File: src/rtl/chimera_pkg.sv
// chimera_pkg: shared state type, default constants and width helper for the cluster clock-gate sequencer
package chimera_pkg;
  typedef enum logic [1:0] {RUN, ISOLATE, GATED, WAKE} gate_state_e;
  localparam int ChimeraMaxOutstanding = 16;
  localparam int ChimeraDrainTimeout = 1024;
  localparam int ChimeraSettleCycles = 4;
  function automatic int cnt_width(input int max_val);
    return (max_val < 1) ? 1 : $clog2(max_val + 1);
  endfunction
endpackage

File: src/rtl/chimera_clu_gate_fsm.sv
// chimera_clu_gate_fsm: isolate, drain, gate and wake sequencer for one cluster clock domain
module chimera_clu_gate_fsm
  import chimera_pkg::*;
#(
  parameter int MaxOutstanding = ChimeraMaxOutstanding,
  parameter int DrainTimeout = ChimeraDrainTimeout,
  parameter int SettleCycles = ChimeraSettleCycles
) (
  input  logic clk,
  input  logic rst,
  input  logic gate_req,
  input  logic req_hs,
  input  logic rsp_hs,
  output logic clk_en,
  output logic isolate,
  output logic gated,
  output logic timeout,
  output logic cnt_err
);
  localparam int CW = cnt_width(MaxOutstanding);
  localparam int TW = cnt_width(DrainTimeout > SettleCycles ? DrainTimeout : SettleCycles);
  localparam logic [CW-1:0] CntMax = CW'(MaxOutstanding);
  localparam logic [TW-1:0] DrainLast = TW'(DrainTimeout - 1);
  localparam logic [TW-1:0] SettleLast = TW'(SettleCycles - 1);

  gate_state_e state, state_d;
  logic [CW-1:0] cnt, cnt_d;
  logic [TW-1:0] timer, timer_d;
  logic inc, dec, drained;
  logic cnt_err_d, timeout_d, clk_en_d, isolate_d, gated_d;

  assign inc = req_hs & ~rsp_hs;
  assign dec = rsp_hs & ~req_hs;
  assign drained = (cnt == '0) && !req_hs && !rsp_hs;
  assign cnt_d = inc ? ((cnt == CntMax) ? cnt : cnt + 1'b1) : dec ? ((cnt == '0) ? cnt : cnt - 1'b1) : cnt;
  assign cnt_err_d = cnt_err | (inc && cnt == CntMax) | (dec && cnt == '0);
  // Timer only runs in ISOLATE/WAKE and sits at zero elsewhere, so every entry starts from 0
  assign timer_d = (state == ISOLATE || state == WAKE) ? timer + 1'b1 : '0;
  // Leaving ISOLATE for RUN while still requested can only be the drain timeout
  assign timeout_d = (state == RUN && gate_req) ? 1'b0 :
                     (state == ISOLATE && state_d == RUN && gate_req) ? 1'b1 : timeout;

  always_ff @(posedge clk or posedge rst) begin
    if (rst) begin
      state <= RUN;
      cnt <= '0;
      timer <= '0;
      timeout <= 1'b0;
      cnt_err <= 1'b0;
      clk_en <= 1'b1;
      isolate <= 1'b0;
      gated <= 1'b0;
    end else begin
      state <= state_d;
      cnt <= cnt_d;
      timer <= timer_d;
      timeout <= timeout_d;
      cnt_err <= cnt_err_d;
      clk_en <= clk_en_d;
      isolate <= isolate_d;
      gated <= gated_d;
    end
  end

  always_comb begin
    state_d = state;
    case (state)
      RUN:     state_d = gate_req ? ISOLATE : RUN;
      ISOLATE: state_d = !gate_req ? RUN : drained ? GATED : (timer == DrainLast) ? RUN : ISOLATE;
      GATED:   state_d = gate_req ? GATED : WAKE;
      WAKE:    state_d = (timer == SettleLast) ? RUN : WAKE;
      default: state_d = RUN;
    endcase
  end

  // Outputs are decoded from the next state and registered alongside it
  always_comb begin
    clk_en_d = state_d != GATED;
    isolate_d = state_d != RUN;
    gated_d = state_d == GATED;
  end

  if (SettleCycles < 1) begin : g_bad_settle
    $error("SettleCycles must be at least 1");
  end

  assert property (@(posedge clk) disable iff (rst) !(req_hs && isolate && state != ISOLATE))
    else $error("request handshake while isolated outside ISOLATE");
endmodule

File: src/rtl/chimera_clu_gate_ctrl.sv
// chimera_clu_gate_ctrl: independent clock-gate sequencers, one per cluster
module chimera_clu_gate_ctrl
  import chimera_pkg::*;
#(
  parameter int NumClusters = 5,
  parameter int MaxOutstanding = ChimeraMaxOutstanding,
  parameter int DrainTimeout = ChimeraDrainTimeout,
  parameter int SettleCycles = ChimeraSettleCycles
) (
  input  logic                   soc_clk_i,
  input  logic                   rst_i,
  input  logic [NumClusters-1:0] gate_req_i,
  input  logic [NumClusters-1:0] req_hs_i,
  input  logic [NumClusters-1:0] rsp_hs_i,
  output logic [NumClusters-1:0] clk_en_o,
  output logic [NumClusters-1:0] isolate_o,
  output logic [NumClusters-1:0] gated_o,
  output logic [NumClusters-1:0] timeout_o,
  output logic [NumClusters-1:0] cnt_err_o
);
  for (genvar i = 0; i < NumClusters; i++) begin : g_clu
    chimera_clu_gate_fsm #(
      .MaxOutstanding(MaxOutstanding),
      .DrainTimeout(DrainTimeout),
      .SettleCycles(SettleCycles)
    ) u_fsm (
      .clk(soc_clk_i),
      .rst(rst_i),
      .gate_req(gate_req_i[i]),
      .req_hs(req_hs_i[i]),
      .rsp_hs(rsp_hs_i[i]),
      .clk_en(clk_en_o[i]),
      .isolate(isolate_o[i]),
      .gated(gated_o[i]),
      .timeout(timeout_o[i]),
      .cnt_err(cnt_err_o[i])
    );
  end
endmodule

File: config.mk
export PLATFORM = sky130hd
export DESIGN_NAME = chimera_clu_gate_ctrl
export DESIGN_NICKNAME = d
export VERILOG_FILES = /design/src/rtl/chimera_pkg.sv /design/src/rtl/chimera_clu_gate_fsm.sv /design/src/rtl/chimera_clu_gate_ctrl.sv
export SDC_FILE = /design/constraint.sdc
export NUM_CORES = 1
export LEC_CHECK = 0
export CAP_MARGIN = 20
export CORE_ASPECT_RATIO = 2
export CORE_MARGIN = 1.5
export CORE_UTILIZATION = 35
export DETAILED_ROUTE_END_ITERATION = 10
export DONT_BUFFER_PORTS = 1
export GPL_TIMING_DRIVEN = 0
export SLEW_MARGIN = 20
export SYNTH_ARGS = -nofsm -noshare
export SYNTH_HDL_FRONTEND = slang
export SYNTH_SLANG_ARGS = --single-unit
File: constraint.sdc
create_clock -name soc_clk_i -period 7 [get_ports soc_clk_i]
set_input_delay 1.4 -clock soc_clk_i [delete_from_list [all_inputs] [get_ports soc_clk_i]]
set_output_delay 1.4 -clock soc_clk_i [all_outputs]
set_load 0.03 [all_outputs]
==> flow_summary.ini, run 1 <==
[finish]
layout.nets = 674
syn_to_final_growth_pct = 15.4
drive_above_1_share = 0.137
fillers = 1672
stdcell_area_sq_um = 7140
diodes = 0

[critical_path]
critPathCaptureType = flop
crit_fanout = 6
cp.arrival_ps = 2780
cp.required_ps = 7290
startpoint = rsp_hs_i[4]
r2r-start = g_clu[4].u_fsm.cnt[1]
crit_path_start_kind = primary input
critPathKind = in -> reg

[die]
coreArea_sq_um = 17300
start_util = 0.358
die_area_sq_um = 18500
die_w_um = 97.0
ios = 42
die_y_um = 191
row_count = 68

[logic_synthesis]
synthesis.instances = 602
synth_edf_count = 0
synth_top_cell_area_share = 0.445
seq_area_frac_synth = 0.466
synth.distinct_cells = 50
ys_ff_latch = 115
syn_nets = 654
avgSynthCellArea_sq_um = 10.3
ys_async_sr_fraction = 1.00
synth_area_leaders = dfrtp_1, ha_1, xnor2_1
yosys.area.top_type = dfrtp_1
synth_area_sq_um = 6180
synth_top_flop_cell = dfrtp_1
yosys_warnings = 0

[cts]
cts-resized-gates = 0
clk_pin_slew_ps = 60
cts_setup_buffers = 0
clock-root-buffer = clkbuf_16
cts_tree = yes
cts.sinks = 115
htreeDepth = 4
ctsHoldBuffers = 0
worstSkewPairLatency_ps = 410
numCtsBuffers = 17
cts_buffer_depth = 2

[power_and_ir_drop]
p_clk_frac = 0.368
powerDensity_nw_per_um2 = 373
pwr-share-comb = 0.263
ir_drop_mv = 0.175
power_leakage_nw = 3.14
power.switching_mw = 0.833
p_int_mw = 1.83
power_frac_seq = 0.369
sw_frac_of_total = 0.313

[grt]
grt_antenna_before_repair = 0
overflow = 0
grt_pass1_vias = 4581
grt_max_degree = 78
grt_usage = 0.138
grt_pass1_wl_um = 20800

[detailed_routing]
via_per_inst = 5.16
drtIter0Drc = 137
avgRoutedWirePerCell_um = 14.1
drc = 0
first_pass_iters = 4
ant_nets = 0
routed_wl_um = 12000
vias = 4361

[placement]
gp_congestion = 0.785
dp_slack_ps = 4080
placed_area_sq_um = 6480
portBuffers = 0
place_hpwl_um = 8500

[hold_path]
hp-start = g_clu[0].u_fsm.cnt_err
hp-class = reg -> reg

[sta]
finalSetupViolCount = 0
finalSetupTns_ps = 0
slew_viol_final = 0
fin_skew_ps = 7.04
fin_crit_ps = 2480
hold_violations = 0
fin_crit_sh = 0.355
finalWorstSetupSlack_ps = 4520
slew_headroom = 0.508
fmax_mhz = 402
rsz0062_at_grt = false
worst_pin_slew_ps = 727

[job]
cap_violations = 0

[outcome]
outcome = completed
-- synthesized netlist by cell type, drive strengths merged (6+ instances only) --
| library cell | count |
|---|---|
| a21o | 6 |
| a21oi | 28 |
| a31oi | 8 |
| and2 | 13 |
| and3 | 13 |
| buf | 26 |
| clkbuf | 8 |
| dfrtp | 110 |
| ha | 30 |
| inv | 23 |
| nand2 | 38 |
| nand3 | 27 |
| nand4 | 13 |
| nor2 | 56 |
| nor2b | 10 |
| nor3 | 9 |
| nor4 | 18 |
| nor4b | 7 |
| o21a | 11 |
| o21ai | 19 |
| or4 | 10 |
| xnor2 | 31 |
| xor2 | 30 |
-- final timing paths --
check	cells after the start	slack [ps]	end
max	8	4520	g_clu[4].u_fsm.cnt[3]
max reg2reg	3	5030	g_clu[4].u_fsm.isolate
min in group asynchronous	1	850	g_clu[4].u_fsm.timer[8]
min reg2reg	1	470	g_clu[0].u_fsm.cnt_err
min	1	470	g_clu[0].u_fsm.cnt_err
max in group asynchronous	2	5410	g_clu[2].u_fsm.clk_en
-- power by group through the flow --
stage               logic, mW  registers (mW)  clock network (mW)
global placement        0.674           0.986                   0
detailed placement      0.705           0.994                   0
finish                  0.700           0.984               0.979
CTS                     0.711           0.984                1.00
floorplan               0.598           0.953                   0
global route            0.791            1.01                1.03
-- per-layer routing --
layer / share of wire / GRT usage
met1: 0.40 / 0.141
met5: 0 / 0
met2: 0.56 / 0.258
met4: 0.014 / 0.0674
met3: 0.028 / 0.0333
-- state kept, by name, summed over array words and instances (netlist names) --
| register | count |
|---|---|
| g_clu.u_fsm.isolate | 5 |
| g_clu.u_fsm.state | 10 |
| g_clu.u_fsm.timer | 55 |
| g_clu.u_fsm.cnt | 25 |
| g_clu.u_fsm.clk_en | 5 |
| g_clu.u_fsm.cnt_err | 5 |
| g_clu.u_fsm.gated | 5 |
| g_clu.u_fsm.timeout | 5 |
-- critical path: stages --
cell     delay [ps]
inv_1            20
ha_1            200
inv_1           180
ha_1            260
a21o_2          210
a21oi_1         170
xnor2_1          70
mux2_2          250
-- final cells by class --
type	count	area (sq um)	share of cell area
plain buffers	34	221	0.0310
repair buffers	1	27.5	0.00386
clock inverters	11	208	0.0291
multi-input cells	430	2990	0.419
inverters	23	91.3	0.0128
flip-flops and latches	115	2880	0.404
clock buffers	21	450	0.0631
well taps	210	263	0.0368
-- per-stage QoR --
stage	hold slack (ps)	power, mW	cells	util
floorplan	444	1.55	602	-
global placement	461	1.66	812	0.373
detailed placement	464	1.70	813	0.375
CTS	479	2.70	845	0.413
global route	492	2.84	845	0.413
finish	473	2.66	845	0.413
-- kinds of logic (layout without fill, tap and decap cells) --
family                     after synthesis  after routing  share of synthesized area
AOI/OAI and AO/OA                       96             96                      0.101
muxes                                   10             10                     0.0172
and+or+nand+nor                        228            228                      0.203
xor gates and xnor gates                61             61                     0.0864
buffers and inverters                   57             90                     0.0498
DFF                                    115            115                      0.466
adders and majority gates               35             35                     0.0769
-- cells in the final DEF, fill, tap and decap left out, types with 17 or more instances in the layout --
master     Yosys  final
dfrtp_1      110    110
nor2_1        56     56
nand2_1       38     38
xnor2_1       31     31
xor2_1        30     30
ha_1          30     30
a21oi_1       28     28
nand3_1       27     27
buf_4         25     25
inv_1         23     22
o21ai_0       18     18
nor4_1        17     17
clkbuf_16      0     17
Note: power is estimated with default switching activity, not from simulation.
==> run 2, diff against run 1 <==
==> constraint.sdc (replaced) <==
create_clock -name soc_clk_i -period 2 [get_ports soc_clk_i]
set_input_delay 0.4 -clock soc_clk_i [delete_from_list [all_inputs] [get_ports soc_clk_i]]
set_output_delay 0.4 -clock soc_clk_i [all_outputs]
set_load 0.03 [all_outputs]
==> run 2 against run 1 <==
Compared with the run above: critical path depth is 5 lower; clock power grew to 3.3 times the previous value; clock skew about the same; critical path type is now reg -> reg; sequential share of layout area is 0.26 points lower; routed wire length barely moved; worst hold slack worse by 420 ps; largest power group unchanged; design area increased by 0.65%.
==> flow_summary.ini, run 2 (synthesized netlist as in run 1, its figures left out) <==
[finish]
top_regs = g_clu.u_fsm.timer (55), g_clu.u_fsm.cnt (25), g_clu.u_fsm.state (10)
fin_cells = 848
largest_reg_flops = 55
fillers = 1650
stdcell_area_sq_um = 7180
regMostFlops = g_clu.u_fsm.timer
final_cell_mix = dfrtp_1, nor2_1, nand2_1
syn_to_final_growth_pct = 16.2
diodes = 0
layout.nets = 677
drive_above_1_share = 0.147
final_common_cell = dfrtp_1

[detailed_routing]
ant_nets = 0
vias = 4454
avgRoutedWirePerCell_um = 14.1
drtIter0Drc = 89
via_per_inst = 5.25
first_pass_iters = 4
drc = 0
routed_wl_um = 11900

[cts]
cts_tree = yes
cts.sinks = 115
cts_buffer_depth = 2
worstSkewPairLatency_ps = 410
cts_setup_buffers = 0
htreeDepth = 4
clock-root-buffer = clkbuf_16
clk_pin_slew_ps = 60
numCtsBuffers = 17

[placement]
place_hpwl_um = 8680
place_inst = 815
portBuffers = 0
placed_area_sq_um = 6520
dp_slack_ps = 82.6
gp_congestion = 0.762

[sta]
finalSetupViolCount = 0
slew_headroom = 0.493
fin_crit_sh = 0.925
slew_viol_final = 0
worst_pin_slew_ps = 754
fin_skew_ps = 7.51
fin_crit_ps = 1850
finalWorstSetupSlack_ps = 150
fmax_mhz = 541
rsz0062_at_grt = false
hold_violations = 0

[die]
row_count = 68
ios = 42
die_w_um = 97.0
die_area_sq_um = 18500
coreArea_sq_um = 17300
start_util = 0.358
die_y_um = 191

[critical_path]
path_cells = or4_4 -> or4_4 -> a311oi_1
cp.required_ps = 2310
critPathKind = reg -> reg
crit_path_start_kind = flop
cp.arrival_ps = 2160
r2r-start = g_clu[0].u_fsm.cnt[1]
critPathCaptureType = flop
slowest_stage = or4_4
crit_fanout = 4
cpMostUsedCell = or4_4
slowest_delay_ps = 580
rr_worst_depth = 3
startpoint = g_clu[0].u_fsm.cnt[1]

[power_and_ir_drop]
total_power_mw = 9.13
power_leakage_nw = 3.13
ir_drop_mv = 0.654
powerDensity_nw_per_um2 = 1270

[hold_path]
hp-start = gate_req_i[4]
hp-class = in -> reg
hold_depth = 1

[grt]
grt_max_degree = 35
overflow = 0
grt_antenna_before_repair = 0
grt_pass1_wl_um = 21400
grt_usage = 0.141
grt_pass1_vias = 4706

[outcome]
outcome = completed

[job]
cap_violations = 0
==> run 2: cell count changes in the layout (fill, tap and decap cells not counted), sizes merged <==
cell,delta
inv,-1
clkinvlp,+6
buf,+2
clkbuf,-2
bufinv,-2
dlygate4sd3,+1
clkinv,-1
==> run 2: path summary, 6_finish.rpt <==
check                                     endpoint  slack, ps
min in group asynchronous  g_clu[4].u_fsm.timer[8]        570
max in group asynchronous    g_clu[2].u_fsm.clk_en        570
hold reg to reg             g_clu[4].u_fsm.cnt_err        470
setup reg to reg            g_clu[0].u_fsm.isolate        150
hold / removal               g_clu[4].u_fsm.clk_en         50
setup / recovery            g_clu[0].u_fsm.isolate        150
==> run 2: repair_timing <==
| item | in CTS | in global routing |
|---|---|---|
| resized for setup | 0 | 4 |
| hold endpoints to repair | 24 | 0 |
| hold buffers | 1 | 0 |
| endpoints found under the setup margin | 0 | 9 |
==> run 2: layout make-up <==
type | count | area (sq um) | share of cell area
flip-flops and latches | 115 | 2880 | 0.401
multi-input cells | 430 | 3020 | 0.421
inverters | 23 | 90.1 | 0.0125
well taps | 210 | 263 | 0.0366
repair buffers | 4 | 77.6 | 0.0108
clock inverters | 13 | 184 | 0.0256
plain buffers | 34 | 221 | 0.0308
clock buffers | 19 | 443 | 0.0617
==> run 2: routing by layer <==
layer	vias up	global-route usage	part of all wire
met3	17	0.0303	0.030
met5	-	0	0
met4	0	0.0736	0.021
met1	2216	0.139	0.38
li1	2151	-	-
met2	70	0.272	0.57
==> run 2: power by group <==
part / switching (mW) / total, mW / internal (mW)
clock: 1.11 / 3.22 / 2.11
combinational: 1.28 / 2.47 / 1.19
sequential: 0.583 / 3.45 / 2.86
==> run 2: critical path, delay by kind of cell, from the launching register on <==
kind	cells	cell delay [ps]
flip-flops	1	430
AO/OA/AOI/OAI	1	290
AND/OR/NAND/NOR	2	1040
==> run 2: per-stage QoR <==
| stage | setup TNS, ps | hold WS (ps) | util |
|---|---|---|---|
| 2_1_floorplan | 0 | 444 | - |
| 5_1_grt | 0 | 35.3 | 0.416 |
| 3_5_place_dp | 0 | 412 | 0.377 |
| 4_1_cts | 0 | 29.9 | 0.414 |
| 3_3_place_gp | -50130 | 461 | 0.374 |
| 6_report | 0 | 51.5 | 0.416 |
